## src/rtl/univ_ff_pkg.sv

```systemverilog
// Shared definitions for the universal flip-flop bank.
// Contents:
//   ff_mode_t  2-bit run-time flip-flop mode (D, T, JK, SR)
//   ff_next    next-state function for one bit, returns {q_next, illegal}
package univ_ff_pkg;

    typedef enum logic [1:0] {
        MODE_D  = 2'b00,
        MODE_T  = 2'b01,
        MODE_JK = 2'b10,
        MODE_SR = 2'b11
    } ff_mode_t;

    // Next-state evaluation for a single bit.
    // An illegal SR pair (S=R=1) never produces x: it either holds q or clears it,
    // depending on sr_hold, and raises the illegal flag.
    function automatic logic [1:0] ff_next(
        input ff_mode_t mode,
        input logic     q,
        input logic     a,
        input logic     b,
        input logic     sr_hold
    );
        logic nxt;
        logic ill;
        nxt = q;
        ill = 1'b0;
        case (mode)
            MODE_D:  nxt = a;
            MODE_T:  nxt = q ^ a;
            MODE_JK: begin
                case ({a, b})
                    2'b00:   nxt = q;
                    2'b01:   nxt = 1'b0;
                    2'b10:   nxt = 1'b1;
                    2'b11:   nxt = ~q;
                    default: nxt = q;
                endcase
            end
            MODE_SR: begin
                case ({a, b})
                    2'b00:   nxt = q;
                    2'b01:   nxt = 1'b0;
                    2'b10:   nxt = 1'b1;
                    2'b11: begin
                        ill = 1'b1;
                        nxt = sr_hold ? q : 1'b0;
                    end
                    default: nxt = q;
                endcase
            end
            default: nxt = q;
        endcase
        return {nxt, ill};
    endfunction

endpackage

```

## src/rtl/univ_ff_cell.sv

```systemverilog
// One bit of the universal flip-flop bank.
// Ports:
//   clk, rst         clock and synchronous active-high reset
//   mode             current mode (from the bank's mode register)
//   en               apply the flip-flop update this cycle
//   load, load_val   synchronous load of q (wins over en)
//   a, b             D/T/J/S and K/R inputs
//   err_clr          clear the sticky error flag
//   q                registered state
//   chg              1 when q changed on the last edge
//   err              sticky illegal-SR flag
module univ_ff_cell
    import univ_ff_pkg::*;
#(
    parameter logic RST_VAL = 1'b0,
    parameter logic SR_HOLD = 1'b1
) (
    input  logic     clk,
    input  logic     rst,
    input  ff_mode_t mode,
    input  logic     en,
    input  logic     load,
    input  logic     load_val,
    input  logic     a,
    input  logic     b,
    input  logic     err_clr,
    output logic     q,
    output logic     chg,
    output logic     err
);

    logic       q_r;
    logic       chg_r;
    logic       err_r;
    logic [1:0] ff_res_s;
    logic       q_next_s;
    logic       err_next_s;

    // Next-state selection: load beats en; a load never records an error.
    // A fresh illegal bit is set even when err_clr clears the old flag.
    always_comb begin
        ff_res_s   = ff_next(mode, q_r, a, b, SR_HOLD);
        q_next_s   = q_r;
        err_next_s = err_r & ~err_clr;
        if (load) begin
            q_next_s   = load_val;
            err_next_s = err_r & ~err_clr;
        end else if (en) begin
            q_next_s   = ff_res_s[1];
            err_next_s = ff_res_s[0] | (err_r & ~err_clr);
        end else begin
            q_next_s   = q_r;
            err_next_s = err_r & ~err_clr;
        end
    end

    // State registers; chg is 0 on hold cycles because q_next equals q.
    always_ff @(posedge clk) begin
        if (rst) begin
            q_r   <= RST_VAL;
            chg_r <= 1'b0;
            err_r <= 1'b0;
        end else begin
            q_r   <= q_next_s;
            chg_r <= q_r ^ q_next_s;
            err_r <= err_next_s;
        end
    end

    assign q   = q_r;
    assign chg = chg_r;
    assign err = err_r;

endmodule

```

## src/rtl/univ_ff_bank.sv

```systemverilog
// WIDTH-bit bank of universal flip-flops sharing one clock and one mode register.
// Each bit acts as a D, T, JK or SR flip-flop chosen at run time.
// Ports:
//   clk, rst     clock and synchronous active-high reset
//   mode_in      mode to load (00 D, 01 T, 10 JK, 11 SR)
//   mode_ld      load mode_in; takes effect from the following edge
//   en           apply flip-flop update
//   a, b         per-bit inputs (b ignored in D and T modes)
//   load         parallel load of q with load_val
//   err_clr      clear err_mask
//   mode         current mode register
//   q, q_bar     state and its complement (q_bar combinational)
//   chg          bits that changed on the last edge
//   err_mask     sticky per-bit illegal-SR flags
//   err          OR of err_mask (combinational)
module univ_ff_bank
    import univ_ff_pkg::*;
#(
    parameter int               WIDTH           = 8,
    parameter logic [WIDTH-1:0] RST_VAL         = '0,
    parameter ff_mode_t         RST_MODE        = MODE_T,
    parameter int               SR_ILLEGAL_HOLD = 1
) (
    input  logic             clk,
    input  logic             rst,
    input  logic [1:0]       mode_in,
    input  logic             mode_ld,
    input  logic             en,
    input  logic [WIDTH-1:0] a,
    input  logic [WIDTH-1:0] b,
    input  logic             load,
    input  logic [WIDTH-1:0] load_val,
    input  logic             err_clr,
    output logic [1:0]       mode,
    output logic [WIDTH-1:0] q,
    output logic [WIDTH-1:0] q_bar,
    output logic [WIDTH-1:0] chg,
    output logic [WIDTH-1:0] err_mask,
    output logic             err
);

    localparam logic SR_HOLD = (SR_ILLEGAL_HOLD != 0);

    ff_mode_t mode_r;

    // Mode register: cells see the old value during the cycle mode_ld is high.
    always_ff @(posedge clk) begin
        if (rst) begin
            mode_r <= RST_MODE;
        end else if (mode_ld) begin
            mode_r <= ff_mode_t'(mode_in);
        end else begin
            mode_r <= mode_r;
        end
    end

    for (genvar i = 0; i < WIDTH; i++) begin : g_cell
        univ_ff_cell #(
            .RST_VAL (RST_VAL[i]),
            .SR_HOLD (SR_HOLD)
        ) u_cell (
            .clk      (clk),
            .rst      (rst),
            .mode     (mode_r),
            .en       (en),
            .load     (load),
            .load_val (load_val[i]),
            .a        (a[i]),
            .b        (b[i]),
            .err_clr  (err_clr),
            .q        (q[i]),
            .chg      (chg[i]),
            .err      (err_mask[i])
        );
    end

    assign mode  = mode_r;
    assign q_bar = ~q;
    assign err   = |err_mask;

endmodule

```

## config.mk

```make
export PLATFORM = sky130hd
export DESIGN_NAME = univ_ff_bank
export DESIGN_NICKNAME = d
export VERILOG_FILES = /design/src/rtl/univ_ff_pkg.sv /design/src/rtl/univ_ff_cell.sv /design/src/rtl/univ_ff_bank.sv
export SDC_FILE = /design/constraint.sdc
export NUM_CORES = 1
export LEC_CHECK = 0
export ABC_AREA = 1
export CAP_MARGIN = 20
export CORE_ASPECT_RATIO = 1.25
export CORE_UTILIZATION = 50
export DETAILED_ROUTE_END_ITERATION = 12
export PLACE_DENSITY = 0.86
export SLEW_MARGIN = 15
export SYNTH_ARGS = -nofsm -noshare
export SYNTH_HDL_FRONTEND = slang
export SYNTH_SLANG_ARGS = --single-unit
```

## constraint.sdc

```tcl
create_clock -name clk -period 2.1 [get_ports clk]
set_input_delay 0.315 -clock clk [delete_from_list [all_inputs] [get_ports clk]]
set_output_delay 0.315 -clock clk [all_outputs]
set_load 0.03 [all_outputs]
```

### Word-level counts from Yosys, hierarchy flattened

Index checks and enable logic that the tools add are counted.

| storage, ports and cells | value |
|---|---|
| latch bits | 0 |
| memory bits (writable) | 0 |
| memories kept | 0 |
| flip-flop bits (word level) | 26 |
| ROM bits | 0 |
| word-level logic and storage cells | 184 |
| output and inout bits | 35 |

| cells by class | value |
|---|---|
| shifts and indexed selects | 0 |
| $mul | 0 |
| $add $sub $neg | 0 |
| div/mod/pow operators | 0 |
| eq/ne operators | 27 |
| bitwise logic cells | 42 |
| reduce and logical (&&, ||, !) cells | 18 |
| muxes and demuxes | 72 |
| magnitude comparators | 0 |

Operators by type and width:

| operator | number |
|---|---|
| $pmux W1 S4 | 16 |
| $mux W1 | 48 |
| $eq A2 B2 Y1 const B | 18 |
| $pmux W1 S3 | 8 |
| $eq A2 B1 Y1 const B | 9 |
| $logic_not A2 Y1 | 9 |
| $reduce_or A2 Y1 | 8 |
| $xor A1 B1 Y1 | 16 |
| $not A1 Y1 | 9 |
| $and A1 B1 Y1 | 8 |
| $not A8 Y8 | 1 |
| $or A1 B1 Y1 | 8 |
| $reduce_or A8 Y1 | 1 |

### Longest topological paths before layout

| depth | value |
|---|---|
| depth in word-level cells | 7 |
| depth in mapped cells | 10 |
| depth with buffers taken out | 10 |

### Hierarchy

From an unflattened synthesis, not the netlist that was laid out.

| second synthesis, totals | value |
|---|---|
| cells, all modules | 377 |
| area, all modules | 2210.9 µm² |

Modules (own cells, without submodules):

| module | times used | cells each | area each (µm²) | sequential area each (µm²) |
|---|---|---|---|---|
| univ_ff_cell | 8 | 43 | 256.5 | 60.1 |
| univ_ff_bank | 1 | 33 | 158.9 | 40.0 |

### Worst setup path before layout

OpenSTA, ideal clock, no wires.

| timing path | value |
|---|---|
| path kind | register to register |
| start | register mode_r[1] (netlist: mode[1]) |
| end | register g_cell[5].u_cell.chg_r |
| library setup time | 0.116 ns |
| cell stages (with the launch flop) | 9 |
| path buffers | 1 |
| data arrival time | 1.319 ns |
| period minus slack after synthesis | 1.435 ns |
| setup slack | 0.665 ns |
| cells stage by stage | dfxtp_1 nand2_1 buf_6 nor2_1 a21oi_2 nand3_2 nand2_2 a21oi_1 nor2_1 |

| on the way | value |
|---|---|
| cells in the longest elaborated chain, start to end | 5 |
| elaborated cells between the ends (all ways) | 8 |
| classes of those cells | 3 x eq/ne; 3 x mux; 1 x bitwise; 1 x reduce/logical |

RTL lines:

| what | RTL line | source |
|---|---|---|
| start: declaration | univ_ff_bank.sv:44 | `ff_mode_t mode_r;` |
| start signal: assignment | univ_ff_bank.sv:51 | `mode_r <= ff_mode_t'(mode_in);` |
| start signal: assignment | univ_ff_bank.sv:53 | `mode_r <= mode_r;` |
| $eq A2 B2 Y1 (tied with other cells) | univ_ff_pkg.sv:28 | `case (mode)` |
| $pmux W1 S4 (*) | univ_ff_pkg.sv:28 |  |
| $mux W1 (*) | univ_ff_cell.sv:48 | `end else if (en) begin` |
| $mux W1 (*) | univ_ff_cell.sv:45 | `if (load) begin` |
| $xor A1 B1 Y1 (*) | univ_ff_cell.sv:65 | `chg_r <= q_r ^ q_next_s;` |
| end signal: assignment | univ_ff_cell.sv:65 |  |
| end: declaration | univ_ff_cell.sv:33 | `logic chg_r;` |

Mark *: on every way between the ends. The rest lies on a longest branch, timed or not.
A chain may end at the register's enable or synchronous reset.

### Worst setup path in the final report

| timing path | value |
|---|---|
| start | register g_cell[0].u_cell.err_r |
| end | output err |

| on the way | value |
|---|---|
| cells in the longest elaborated chain, start to end | 1 |

RTL lines:

| what | RTL line | source |
|---|---|---|
| start: declaration | univ_ff_cell.sv:34 | `logic err_r;` |
| start signal: assignment | univ_ff_cell.sv:66 | `err_r <= err_next_s;` |
| $reduce_or A8 Y1 | univ_ff_bank.sv:79 | `assign err = \|err_mask;` |
| end: declaration | univ_ff_bank.sv:39 | `output logic err` |

No other way between the ends.

==> flow_metrics.py <==
metrics = {
    "run_status": {
        "status": "finished, final reports clean",
    },
    "layout": {
        "drive_gt1_share_pct": 5.114,
        "syn_to_final_growth_pct": 30.30,
        "fin_area_um2": 2653,
        "diodes": 0,
        "nets": 409,
    },
    "logic_synthesis": {
        "syn_area_per_cell_um2": 6.609,
        "synth_compound_area_share_pct": 13.21,
        "synth_top_family_by_area": "simple AND/OR/NAND/NOR gates",
        "ys_ff_latch": 26,
        "synth.largest_area_cell": "dfxtp_1",
        "synth_cell_types": 20,
        "synth_area_leaders": "dfxtp_1, nand2_1, ha_1",
        "synth_mux_area_share_pct": 0,
        "ys_warn_count": 0,
        "synth_fp_nets": 364,
        "synth_fa_ha_area_share_pct": 14.75,
        "synth-xor-area-share_pct": 0,
        "synth-simple-area-share_pct": 28.46,
        "synth_area_um2": 2036,
        "syn_inst": 308,
        "ys_seq_area_share_pct": 25.57,
        "yosys.area.top_type_share_pct": 25.57,
    },
    "sta": {
        "fin_setup_tns_ns": 0,
        "clock_skew_ns": 0.009121,
        "period_share_pct": 90.08,
        "rsz0062_at_grt": "false",
        "max_freq_mhz": 528.7,
        "max_slew.worst_pin.slew_ns": 0.5330,
        "setup_violations": 0,
        "min_period_ns": 1.892,
        "drv_slew": 0,
        "hold_viol": 0,
        "slew_headroom_pct": 64.38,
    },
    "worst_setup_path": {
        "crit_slowest_cell": "clkdlybuf4s50_1",
        "worstSetupPathType": "flip-flop to output port",
        "timing.rr.start": "mode[1]",
        "crit_path_end_kind": "output port",
        "reg2reg_to": "g_cell[2].u_cell.chg",
        "path_cells": "nor4_1 -> nand2_1 -> clkdlybuf4s50_1",
        "slowest_delay_ns": 0.60,
        "critPathArrivalTime_ns": 1.58,
        "worstPathMaxFanout": 3,
        "reg2reg_slack_ns": 0.39,
        "reg2reg_depth": 7,
        "crit_required_ns": 1.78,
        "cp-start-kind": "flip-flop",
    },
    "worst_hold_path": {
        "min_to": "g_cell[3].u_cell.err",
        "hold_class": "flip-flop to flip-flop",
        "holdPathStages": 2,
        "hold_start": "g_cell[3].u_cell.err",
    },
    "floorplan": {
        "die_h_um": 73.34,
        "die_x_um": 59.07,
        "ios": 67,
        "initial_core_util_pct": 52.91,
        "placeableCoreArea_um2": 3847,
        "dieArea_um2": 4332,
        "num_rows": 25,
    },
    "route": {
        "postRouteAntennaNets": 0,
        "drc": 0,
        "first_pass_iters": 4,
        "vias": 2077,
        "drt_iter0_drc": 139,
        "post_drt_wl_per_cell_um": 12.13,
        "wirelength_mm": 4.924,
        "viasPerCell": 5.116,
    },
    "place": {
        "io_buffers": 66,
        "routabilityCongestion": 0.8312,
        "dp_hpwl_mm": 3.614,
        "place_area_um2": 2581,
    },
    "global_route": {
        "grt.overflow.total": 0,
        "grt_pass1_wl_mm": 7.852,
        "grt_antenna_before_repair": 0,
        "grt_max_degree": 18,
        "grt_pass1_vias": 1856,
        "grt.total_usage_pct": 23.29,
    },
    "clock_tree": {
        "h-tree-depth": 1,
        "cts_max_path_buffers": 2,
        "cts_hold_buf": 0,
        "clock_sinks": 26,
        "ctsResizeCount": 0,
        "cts_buffers": 3,
        "cts_tree": "done",
        "clock-root-buffer": "clkbuf_8",
        "insertion_delay_ns": 0.28,
        "cts_setup_buffers": 0,
        "clk_pin_slew_ns": 0.10,
    },
    "pwr": {
        "ir_drop_mv": 0.2808,
        "p_per_area_nw_per_um2": 536.3,
        "power.leakage_nw": 1.241,
    },
    "flow_run": {
        "max-cap-violations": 0,
    },
}
-- synth_stat cells (all sizes together) --
master and number:
nand2 84, o21ai 6, inv 37, dfxtp 26
buf 29, ha 24, clkbuf 3, nand3 29
nor4 2, nor3 1, nor2 20, a21oi 47
-- metal layers --
| layer | up-vias | share of wire (%) | track usage (%) |
|---|---|---|---|
| met1 | 950 | 44 | 28.37 |
| met4 | 0 | 1.5 | 6.614 |
| met3 | 7 | 4.7 | 2.289 |
| met5 | - | 0 | 0 |
| met2 | 72 | 50 | 42.68 |
| li1 | 1048 | - | - |
-- how the worst max path moves through the flow --
stage	start	endpoint
3_5_place_dp	a[3]	g_cell[3].u_cell.chg
3_3_place_gp	a[2]	g_cell[2].u_cell.chg
4_1_cts	g_cell[0].u_cell.err	err
6_report	g_cell[0].u_cell.err	err
5_1_grt	g_cell[0].u_cell.err	err
2_1_floorplan	mode[1]	g_cell[5].u_cell.chg
-- power by group --
group / total, W / internal (W) / switching [W]
registers: 0.000544 / 0.000522 / 0.0000220
clock network: 0.000424 / 0.000255 / 0.000168
logic: 0.000455 / 0.000193 / 0.000262
-- flip-flops by register name, summed over array words and instances, names as in the netlist --
name               flops
g_cell.u_cell.chg      8
g_cell.u_cell.err      8
g_cell.u_cell.q        8
mode                   2
-- critical path, delay by kind of cell (launching register included) --
kind | cells | cell delay, ns
buffers and inverters | 1 | 0.60
AND/OR/NAND/NOR | 2 | 0.36
flip-flops | 1 | 0.34
-- layout make-up --
type	count	area, um^2
multi-input combinational	213	1149
fill	328	1195
clock inverter	1	30.03
clock buffer	3	41.29
inverter	37	138.9
tap	54	67.56
timing repair buffer	72	705.7
sequential	26	520.5
-- cells in the final DEF (no fill, tap or decap) --
cell type,n
nand3_2,1
nand2_2,1
buf_4,6
nand3_1,28
a21oi_1,46
nand2_1,82
nor3_4,1
a21oi_2,1
nor2_1,20
nor4_1,2
nand2_4,1
ha_1,24
clkdlybuf4s50_1,66
bufinv_16,1
inv_2,3
o21ai_1,5
dfxtp_1,26
o21ai_0,1
inv_1,34
clkbuf_8,3
-- kinds of logic (layout without fill, tap and decap cells) --
kind of cell | Yosys count | after routing
flops | 26 | 26
compound gates | 53 | 53
simple gates | 136 | 136
buf+inv | 69 | 113
fa+ha+maj | 24 | 24
-- per-stage QoR --
| step | power (W) | utilization (%) | cells | setup slack (ns) | hold WS [ns] |
|---|---|---|---|---|---|
| final | 0.001423 | 68.94 | 406 | 0.2084 | 0.4958 |
| after global placement | 0.0009974 | 67.09 | 402 | 0.1682 | 0.4748 |
| after CTS | 0.001422 | 68.94 | 406 | 0.2031 | 0.4964 |
| after global routing | 0.001488 | 68.94 | 406 | 0.09958 | 0.5181 |
| after floorplan | 0.0008479 | - | 308 | 0.6652 | 0.4297 |
| after detailed placement | 0.001005 | 67.09 | 402 | 0.1129 | 0.4820 |
Note: power is estimated with default switching activity, not from simulation.
